`config.mk`:
```
export PLATFORM = sky130hd
export DESIGN_NAME = dp_ram_arbiter
export DESIGN_NICKNAME = d
export VERILOG_FILES = /design/src/rtl/dp_ram_arbiter.sv
export SDC_FILE = /design/constraint.sdc
export NUM_CORES = 1
export LEC_CHECK = 0
export CORE_AREA = 2 2 105 107
export CTS_CLUSTER_SIZE = 10
export DETAILED_ROUTE_END_ITERATION = 12
export DIE_AREA = 0 0 107 109
export PLACE_DENSITY = 0.75
export SYNTH_ARGS = -nofsm -noshare
export SYNTH_HDL_FRONTEND = slang
export SYNTH_SLANG_ARGS = --single-unit
```
`constraint.sdc`:
```
create_clock -name CLK -period 3.65 [get_ports CLK]
set_input_delay 1.095 -clock CLK [delete_from_list [all_inputs] [get_ports CLK]]
set_output_delay 1.095 -clock CLK [all_outputs]
set_load 0.1 [all_outputs]
```
`src/rtl/dp_ram_arbiter.sv`:
```
// Four-requester arbiter for one single-port RAM: round-robin grant, a bounded
// hold time while others wait, and one-cycle-latency read data return.
module dp_ram_arbiter #(
  parameter int MAX_HOLD = 16
) (
  input  logic         CLK,
  input  logic         rst,
  input  logic [3:0]   req,
  input  logic [15:0]  req_addr,
  input  logic [3:0]   req_wr,
  input  logic [127:0] req_wdata,
  output logic [3:0]   gnt,
  output logic [3:0]   rvalid,
  output logic [31:0]  rdata,
  output logic [3:0]   ADDR,
  output logic         WRITE_F,
  output logic [31:0]  WRITE_DATA,
  input  logic [31:0]  READ_DATA,
  output logic [3:0]   BYTE_ENABLE,
  output logic [1:0]   owner_o,
  output logic [1:0]   state_o
);

  localparam int HW = (MAX_HOLD > 1) ? $clog2(MAX_HOLD) : 1;
  localparam logic [HW-1:0] HOLD_LAST = HW'(MAX_HOLD - 1);

  typedef enum logic [1:0] {
    ST_IDLE   = 2'd0,
    ST_GRANT  = 2'd1,
    ST_SWITCH = 2'd2
  } state_t;

  // Handshake: req[i] is the requester's valid, gnt[i] its ready; a cycle is an
  // accepted access only when both are high, and only then does the RAM port move.
  state_t        state_q, state_d;
  logic [1:0]    owner_q, owner_d;
  logic [3:0]    gnt_q, gnt_d;
  logic [3:0]    rvalid_q, rvalid_d;
  logic [1:0]    ptr_q, ptr_d;
  logic [HW-1:0] hold_q, hold_d;
  logic          excl_vld_q, excl_vld_d;
  logic [1:0]    excl_idx_q, excl_idx_d;

  logic          owner_req;
  logic          access;
  logic          others_pend;
  logic [3:0]    cand;
  logic [1:0]    idx;
  logic [1:0]    winner;
  logic          found;

  always_comb begin
    owner_req   = req[owner_q];
    access      = (state_q == ST_GRANT) && owner_req;
    others_pend = |(req & ~(4'b0001 << owner_q));

    // A preempted owner sits out one arbitration, unless it is the only one asking.
    cand = req;
    if (excl_vld_q && |(req & ~(4'b0001 << excl_idx_q))) begin
      cand = req & ~(4'b0001 << excl_idx_q);
    end

    idx    = '0;
    winner = ptr_q;
    found  = 1'b0;
    for (int k = 0; k < 4; k++) begin
      idx = ptr_q + 2'(k);
      if (!found && cand[idx]) begin
        winner = idx;
        found  = 1'b1;
      end
    end
  end

  always_comb begin
    state_d    = state_q;
    owner_d    = owner_q;
    gnt_d      = gnt_q;
    ptr_d      = ptr_q;
    hold_d     = hold_q;
    excl_vld_d = excl_vld_q;
    excl_idx_d = excl_idx_q;
    rvalid_d   = (access && !req_wr[owner_q]) ? (4'b0001 << owner_q) : 4'b0000;

    case (state_q)
      ST_IDLE: begin
        if (|req) begin
          state_d    = ST_GRANT;
          owner_d    = winner;
          gnt_d      = 4'b0001 << winner;
          ptr_d      = winner + 2'd1;
          hold_d     = '0;
          excl_vld_d = 1'b0;
        end
      end
      ST_GRANT: begin
        if (!owner_req) begin
          state_d = ST_IDLE;
          owner_d = 2'd0;
          gnt_d   = 4'b0000;
          hold_d  = '0;
        end else if (hold_q == HOLD_LAST && others_pend) begin
          state_d    = ST_SWITCH;
          owner_d    = 2'd0;
          gnt_d      = 4'b0000;
          hold_d     = '0;
          excl_vld_d = 1'b1;
          excl_idx_d = owner_q;
        end else if (hold_q != HOLD_LAST) begin
          hold_d = hold_q + 1'b1;
        end
      end
      ST_SWITCH: begin
        state_d = ST_IDLE;
        owner_d = 2'd0;
        gnt_d   = 4'b0000;
      end
      default: begin
        state_d = ST_IDLE;
        owner_d = 2'd0;
        gnt_d   = 4'b0000;
        hold_d  = '0;
      end
    endcase
  end

  always_ff @(posedge CLK) begin
    if (rst) begin
      state_q    <= ST_IDLE;
      owner_q    <= 2'd0;
      gnt_q      <= 4'b0000;
      rvalid_q   <= 4'b0000;
      ptr_q      <= 2'd0;
      hold_q     <= '0;
      excl_vld_q <= 1'b0;
      excl_idx_q <= 2'd0;
    end else begin
      state_q    <= state_d;
      owner_q    <= owner_d;
      gnt_q      <= gnt_d;
      rvalid_q   <= rvalid_d;
      ptr_q      <= ptr_d;
      hold_q     <= hold_d;
      excl_vld_q <= excl_vld_d;
      excl_idx_q <= excl_idx_d;
    end
  end

  always_comb begin
    ADDR       = 4'd0;
    WRITE_F    = 1'b0;
    WRITE_DATA = 32'd0;
    if (access) begin
      ADDR       = req_addr[{owner_q, 2'b00} +: 4];
      WRITE_F    = req_wr[owner_q];
      WRITE_DATA = req_wdata[{owner_q, 5'b00000} +: 32];
    end
  end

  assign gnt         = gnt_q;
  assign rvalid      = rvalid_q;
  assign rdata       = READ_DATA;
  assign BYTE_ENABLE = 4'b1111;
  assign owner_o     = owner_q;
  assign state_o     = state_q;

endmodule

```
After elaboration in Yosys (flattened, before gate mapping) --
Index checks and enable logic that the tools add are counted.
Storage, ports and cells: flip-flop bits (word level) 21, latch bits 0, RAM bits 0, bits in read-only memories 0, input bits 186, logic and storage cells 103, memories 0
Cells by class: $add $sub $neg 5, multiply operators 0, divide/modulo/power cells 0, $lt $le $gt $ge 5, equal/unequal tests 9, shift operators 5, muxes and demuxes 43, bitwise gates (word level) 6, reductions and logical operators 22
Operators by type and width (number):
- $shiftx 128x8->32 | 1
- $mux 4 | 9
- $mux 32 | 1
- $mux 2 | 9
- $shiftx 16x5->4 | 1
- $lt 2x3->1 const B | 5
- $mux 1 | 13
- $bmux 1 s2 | 6
- $pmux 4 s3 | 1
- $reduce_or 4->1 | 3
- $shl 1x2->4 const A | 3
- $and 4x4->4 | 2
- $not 4->4 | 2
- $pmux 2 s2 | 2
- $pmux 4 s2 | 1
- $logic_and 1x1->1 | 7
- $reduce_and 3->1 | 2
- $add 2x1->2 const B | 2
- $add 2x2->2 const B | 2
- $add 4x1->4 const B | 1
- $eq 4x4->1 const B | 1
- $logic_not 1->1 | 4
- $ne 2x2->1 const B | 2
- $ne 4x2->1 const B | 1
- 12 further kinds | 14

Depth between registers and ports, before layout --
Gate-level depths: netlist of the first run.
depth after elaboration 21, mapped depth 8

Worst setup path after synthesis of the first run --
OpenSTA, ideal clock, no wires.
path kind register -> output, start register owner_q[0] (netlist: owner_o[0]), end output WRITE_DATA[0], data arrival time 2.893 ns, data required time 2.555 ns, slack -0.338 ns, stages on the path, launching flop included 5, cell sequence dfxtp_1 clkbuf_1 buf_1 mux4_2 and2_1
Between the ends: longest elaborated chain between the ends 4
RTL lines:
- start, declared | RTL line 36 | logic [1:0] owner_q, owner_d;
- start signal, assigned | RTL line 139 | owner_q <= owner_d;
- branches (longest 3 deep; another with $shiftx 128x8->32)
- $mux 32 * | RTL line 153 | if (access) begin
- end, declared | RTL line 17 | output logic [31:0] WRITE_DATA,
Mark *: on every way between the ends. The select of a mux whose other input is x is not followed.

Final worst setup path of the first run --
start input req[3], end output WRITE_DATA[3]
Between the ends: longest elaborated chain between the ends 4
RTL lines:
- start, declared | RTL line 8 | input logic [3:0] req,
- $bmux 1 s2 | RTL line 53 | owner_req = req[owner_q];
- $mux 1 (implied by the code) | RTL line 53
- $logic_and 1x1->1 | RTL line 54 | access = (state_q == ST_GRANT) && owner_req;
- $mux 32 | RTL line 153
No other way between the ends. The select of a mux whose other input is x is not followed.

==> qor.csv, run 1 <==
stage,metric,value,unit
status,status,"finished, final reports clean",
global_routing,grt-ovfl-total,0,
final_layout,final_nets,621,
cts,cts_sinks,21,
global_routing,grt_max_degree,28,
global_routing,grt_first_pass_wirelength,15920,um
setup_path,worstSetupPathType,in -> out,
cts,cts_tree,built,
floorplanning,coreArea,0.01060,mm2
cts,clk_latency,0.27,ns
cts,clk_pin_slew,0.08,ns
power,p_int,0.0008248,W
sta,slew_headroom,0.5473,
logic_synthesis,synth_ff_type,dfxtp_1,
setup_path,worstPathRequired,2.55,ns
power,seqPwrFrac,0.180,
cts,clockBufferDepth,2,
logic_synthesis,yosys.cell_types.count,48,
setup_path,critPathCaptureType,primary output,
floorplanning,die_area,0.01166,mm2
logic_synthesis,synthSimpleGateAreaFrac,0.2200,
route,routedWlPerCell,18.90,um
power,combPwrFrac,0.711,
placed_design,gp_congestion,0.8342,
cts,hold_buffers,0,
logic_synthesis,yosys_warnings,0,
route,drt_iter0_markers,95,
sta,holdWs,0.4947,ns
sta,max_freq,275.8,MHz
floorplanning,start_util,0.2371,
final_layout,drive_gt1_frac,0.3811,
power,leakage,1.849,nW
route,drtAntennaViolNets,0,
logic_synthesis,ys_seq_area_frac,0.1672,
worst_hold_path,hold_class,reg -> reg,
final_layout,diodes,0,
route,via_count,2781,
job,drv_cap,0,
placed_design,dp_hpwl,9002,um
cts,cts_buffers,3,
route,first_pass_iters,4,
logic_synthesis,synth_xor_area_frac,0,
final_layout,synthToLayoutAreaGrowth,101.1,%
sta,tightest_slew,0.6734,ns
setup_path,cp_cell_sequence,"clkbuf_2, mux4_2, nand2_2, nor2_4, clkbuf_16, buf_4, and2_2, buf_12",
global_routing,grt_usage,0.1751,
sta,final_hold_viol_count,0,
final_layout,final_core_util,0.4768,
setup_path,crit_fanout,8,
sta,timing.final.crit_share,0.9932,
logic_synthesis,netlist_area,0.002514,mm2
power,p_sw,0.0006778,W
placed_design,io_buffer_count,202,
sta,setup_viol,0,
logic_synthesis,ys_seq_elements,21,
floorplanning,rows,38,
logic_synthesis,synth_top_family_by_area,multiplexers,
logic_synthesis,syn_area_per_cell,9.705,um2
logic_synthesis,async_flop_share,0,
power,total_power,0.001503,W
final_layout,num-fill-cells,939,
route,drt-total-wl,10830,um
logic_synthesis,synth_edf_count,0,
route,vias_per_cell,4.853,
logic_synthesis,synth_compound_area_frac,0.1095,
logic_synthesis,yosys.area_share.adder,0.004978,
cts,htree_levels,1,
sta,finClkSkew,0.01168,ns
floorplanning,io_pins,271,
logic_synthesis,synth_cells,259,
floorplanning,die_h,109,um
setup_path,crit_arrival,2.53,ns
final_layout,instances_no_fill,573,
setup_path,start_kind,primary input,
power,ir_drop,0.0001165,V
power,pwr-share-clk,0.109,
power,pwr_density_cell,297.2,mW/mm2
floorplanning,die_x,107,um
sta,fin_crit,3.625,ns
global_routing,antenna_found_initial,0,
setup_path,crit_slowest_cell,mux4_2,
route,remaining_drc_errors,0,
setup_path,cp_slowest_stage_delay,0.48,ns
placed_design,numPlacedInstances,562,
logic_synthesis,synth.area.mux_share,0.3484,
power,p_sw_frac,0.4511,
sta,slew_violations,0,
cts,cts_root_buf,clkbuf_8,
global_routing,grt_pass1_vias,2875,
metal layers:
layer / vias to the layer above / track usage / part of all wire
li1: 1284 / - / -
met4: 0 / 0.04267 / 0.021
met1: 1365 / 0.1971 / 0.37
met3: 16 / 0.03288 / 0.065
met2: 116 / 0.3389 / 0.55
met5: - / 0 / 0
synthesized netlist by cell type (all sizes together) (2+ instances only):
library cell | instances | area, um2
dfxtp | 21 | 420.4
a31o | 2 | 17.52
nand3 | 4 | 20.02
mux4 | 38 | 855.8
mux2i | 2 | 20.02
nand2 | 9 | 33.78
o31ai | 2 | 15.01
nor2 | 18 | 67.56
a211oi | 2 | 15.01
nand3b | 2 | 15.01
a21oi | 6 | 30.03
nor3b | 2 | 15.01
o21ai | 8 | 40.04
inv | 5 | 18.77
a22oi | 4 | 30.03
nor4 | 5 | 37.53
or2 | 2 | 12.52
nand2b | 2 | 12.51
nor3 | 9 | 45.04
and2 | 39 | 244.0
clkbuf | 14 | 52.55
buf | 42 | 301.5
a32oi | 2 | 17.52
logic make-up after synthesis:
family,after synthesis
AND/OR/NAND/NOR,98
multiplexers,40
flip-flops,21
AO/OA/AOI/OAI,37
other,1
buffers and inverters,61
adder cells (fa/ha/maj),1
worst max-delay path, delay by kind of cell:
family,cells,cell delay [ns]
buffers and inverters,4,0.58
multiplexers,1,0.48
AND/OR/NAND/NOR,3,0.37
layout by cell type, fill, tap and decap left out, types with 3 or more instances in the layout:
cell type and instances:
a21oi_1 6, a22oi_1 4, and2_2 35, buf_12 41, buf_4 25, clkbuf_2 4
clkbuf_8 3, clkdlybuf4s50_1 149, conb_1 4, dfxtp_1 19, inv_1 5, mux4_2 38
nand2_1 8, nand3_1 4, nor2_1 17, nor3_1 9, nor4_1 4, o21ai_0 6
what timing repair did:
item                                    4_1_cts  5_1_grt
endpoints found under the setup margin       37       23
cloned                                        2        0
pin swaps                                     0        1
buffers inserted                              0        5
resized for setup                             7       16
registers in the layout, indices dropped and copies added, names as in the netlist:
name / cells
excl_vld_q: 1
gnt: 4
excl_idx_q: 2
hold_q: 4
rvalid: 4
state_o: 2
owner_o: 2
ptr_q: 2
power by group through the flow:
stage	clock network, W	logic [W]	registers [W]
finish	0.000164	0.00107	0.000270
global route	0.000170	0.00112	0.000275
CTS	0.000162	0.00107	0.000271
detailed placement	0	0.00104	0.000276
global placement	0	0.00103	0.000276
floorplan	0	0.000731	0.000326
per-stage QoR:
stage | setup TNS [ns] | setup slack, ns | area, um2
global route | -0.001010 | -0.001010 | 5055
CTS | -1.987 | -0.09329 | 5032
finish | 0 | 0.02468 | 5055
floorplan | 0 | 0.04734 | 2574
detailed placement | -5.345 | -0.1549 | 4915
global placement | -4.657 | -0.1360 | 4915
final timing paths:
| kind | startpoint | end | slack (ns) | cells after the start |
|---|---|---|---|---|
| worst max-delay path | req[3] | WRITE_DATA[3] | 0.02 | 8 |
| worst max register to register | owner_o[0]$_SDFFE_PP0P_ | hold_q[3]$_SDFFE_PP0P_ | 1.08 | 11 |
| worst min register to register | gnt[2]$_SDFFE_PP0P_ | gnt[2]$_SDFFE_PP0P_ | 0.49 | 2 |
| worst min-delay path | gnt[2]$_SDFFE_PP0P_ | gnt[2]$_SDFFE_PP0P_ | 0.49 | 2 |
area by class of cell:
class                           count  area [um2]  area share
Tap cell                          140       175.2     0.03465
Timing Repair Buffer              223        2599      0.5141
Sequential cell                    21       422.9     0.08366
Multi-Input combinational cell    180        1790      0.3542
Clock buffer                        3       41.29    0.008168
Inverter                            5       18.77    0.003713
Clock inverter                      1       7.507    0.001485
Note: power is estimated with default switching activity, not from simulation.
==> inputs of run 2 (changes only) <==
- PLACE_DENSITY: 0.75 -> 0.79
==> qor.csv, run 2 (synthesized netlist as in run 1, its figures left out) <==
stage,metric,value,unit,change
sta,holdWs,0.5094,ns,was 0.4947 ns
global_routing,grt_first_pass_wirelength,15470,um,was 15920 um
floorplanning,io_pins,271,,unchanged
final_layout,diodes,0,,unchanged
setup_path,rr_worst_depth,7,,was 11
global_routing,grt_pass1_vias,2932,,was 2875
job,drv_cap,0,,unchanged
setup_path,worstSetupPathType,in -> out,,unchanged
setup_path,critPathCaptureType,primary output,,unchanged
global_routing,grt_max_degree,30,,was 28
setup_path,path_depth,8,,unchanged
cts,htree_levels,1,,unchanged
floorplanning,die_h,109,um,unchanged
status,status,"finished, final reports clean",,unchanged
placed_design,place_area,0.004915,mm2,unchanged
cts,clk_pin_slew,0.08,ns,about the same
setup_path,crit_slowest_cell,mux4_2,,unchanged
placed_design,io_buffer_count,202,,unchanged
sta,fin_crit,3.524,ns,was 3.625 ns
placed_design,pre_cts_ws,-0.1808,ns,was -0.1549 ns
cts,clockBufferDepth,2,,unchanged
worst_hold_path,min_path_cells,2,,unchanged
sta,setup_viol,0,,unchanged
sta,rsz0062_at_grt,no,,
cts,cts_tree,built,,unchanged
setup_path,r2r-end,ptr_q[1]$_SDFFE_PP0P_,,was hold_q[3]$_SDFFE_PP0P_
setup_path,r2r_setup_slack,1.34,ns,was 1.08 ns
setup_path,crit_fanout,7,,was 8
setup_path,start_kind,primary input,,unchanged
global_routing,antenna_found_initial,0,,unchanged
cts,cts_root_buf,clkbuf_8,,unchanged
route,routedWlPerCell,18.24,um,was 18.90 um
sta,timing.final.crit_share,0.9654,,was 0.9932
placed_design,gp_congestion,0.8148,,was 0.8342
power,pwr_density_cell,298.4,mW/mm2,was 297.2 mW/mm2
setup_path,worstReg2RegStart,excl_vld_q$_SDFFE_PP0P_,,was owner_o[0]$_SDFFE_PP0P_
sta,max_freq,283.8,MHz,was 275.8 MHz
route,first_pass_iters,4,,unchanged
placed_design,dp_hpwl,8726,um,was 9002 um
global_routing,grt-ovfl-total,0,,unchanged
floorplanning,start_util,0.2371,,unchanged
worst_hold_path,whs_endpoint,gnt[2]$_SDFFE_PP0P_,,unchanged
sta,finClkSkew,0.004549,ns,was 0.01168 ns
route,drt_iter0_markers,114,,was 95
worst_hold_path,hold_class,reg -> reg,,unchanged
final_layout,drive_gt1_frac,0.3767,,was 0.3811
final_layout,final_cell_mix,"clkdlybuf4s50_1 (149), buf_12 (41), mux4_2 (38), and2_4 (26), buf_4 (22)",,"was clkdlybuf4s50_1 (149), buf_12 (41), mux4_2 (38), and2_2 (35), buf_4 (25)"
sta,slew_headroom,0.5649,,was 0.5473
final_layout,final_cell_area,0.005059,mm2,was 0.005055 mm2
sta,tightest_slew,0.6472,ns,was 0.6734 ns
route,via_count,2771,,was 2781
route,drtAntennaViolNets,0,,unchanged
route,remaining_drc_errors,0,,unchanged
cts,clk_latency,0.26,ns,was 0.27 ns
floorplanning,coreArea,0.01060,mm2,unchanged
sta,setup_slack,0.1262,ns,was 0.02468 ns
global_routing,grt_usage,0.1703,,was 0.1751
setup_path,cp_slowest_stage_delay,0.48,ns,about the same
setup_path,crit_family,buffers and inverters,,unchanged
final_layout,final_common_cell,clkdlybuf4s50_1,,unchanged
sta,final_hold_viol_count,0,,unchanged
cts,cts_buffers,3,,unchanged
final_layout,synthToLayoutAreaGrowth,101.2,%,was 101.1%
sta,slew_violations,0,,unchanged
route,vias_per_cell,4.861,,was 4.853
setup_path,crit_arrival,2.43,ns,was 2.53 ns
worst_hold_path,hp-start,gnt[2]$_SDFFE_PP0P_,,unchanged
setup_path,critical_path_buf_inv_count,4,,unchanged
power,leakage,1.855,nW,was 1.849 nW
floorplanning,die_x,107,um,unchanged
setup_path,critPathMostFrequentCell,buf_12,,
floorplanning,die_area,0.01166,mm2,unchanged
power,ir_drop,0.0001570,V,was 0.0001165 V
final_layout,final_nets,618,,was 621
cts,cts_sinks,21,,unchanged
setup_path,cp_cell_sequence,"clkbuf_2, mux4_2, nand2_2, nor2_4, buf_6, buf_12, and2_4, buf_12",,"was clkbuf_2, mux4_2, nand2_2, nor2_4, clkbuf_16, buf_4, and2_2, buf_12"
setup_path,worstPathRequired,2.55,ns,about the same
floorplanning,rows,38,,unchanged
power,total_power,0.001509,W,was 0.001503 W
route,drt-total-wl,10400,um,was 10830 um
-- run 2: cell count changes in the layout (fill, tap and decap cells not counted), sizes merged --
cell,previous run,this run
clkinv,0,1
buf,69,67
clkinvlp,1,0
clkbuf,8,7
-- run 2: worst max path at each step --
stage / startpoint / end
4_1_cts: req[1] / WRITE_DATA[17]
5_1_grt: req[1] / WRITE_DATA[17]
2_1_floorplan: req[3] / ADDR[3]
3_5_place_dp: req[1] / WRITE_DATA[30]
6_report: req[3] / ADDR[2]
3_3_place_gp: req[3] / WRITE_DATA[11]
-- run 2: layout make-up --
class	instances	area [um2]
Fill cell	936	5544
Timing Repair Buffer	220	2575
Multi-Input combinational cell	180	1821
Sequential cell	21	422.9
Tap cell	140	175.2
Clock buffer	3	41.29
Inverter	5	18.77
Clock inverter	1	5.005
-- run 2: power breakdown --
part           switching [W]  internal, W
Clock              0.0000790    0.0000761
Sequential         0.0000212     0.000245
Combinational       0.000575     0.000513
Total               0.000675     0.000834
-- run 2: what timing repair did --
action | CTS | global route
endpoints found under the setup margin | 37 | 14
hold buffers | 0 | 0
pin swaps | 1 | 1
gates resized for setup | 40 | 4
setup buffers | 3 | 0
endpoints found under the hold margin | 0 | 0
gates cloned | 2 | 0
-- run 2: per-layer routing --
metal	GRT usage	routed length, um
met3	0.03706	741
met5	0	0
met4	0.06030	298
met2	0.3194	5589
met1	0.1894	3765
-- run 2: worst min-delay path, stage by stage (launching register included) --
cell and delay, ns:
dfxtp_1 0.32, nand3b_1 0.08, o31ai_1 0.06
-- run 2: through the flow --
stage / TNS, ns / std cells / utilization
after floorplan: 0 / 262 / -
after global placement: -4.660 / 562 / 0.4635
after detailed placement: -6.200 / 562 / 0.4635
after CTS: 0 / 570 / 0.4790
after global routing: 0 / 570 / 0.4771
final: 0 / 570 / 0.4771
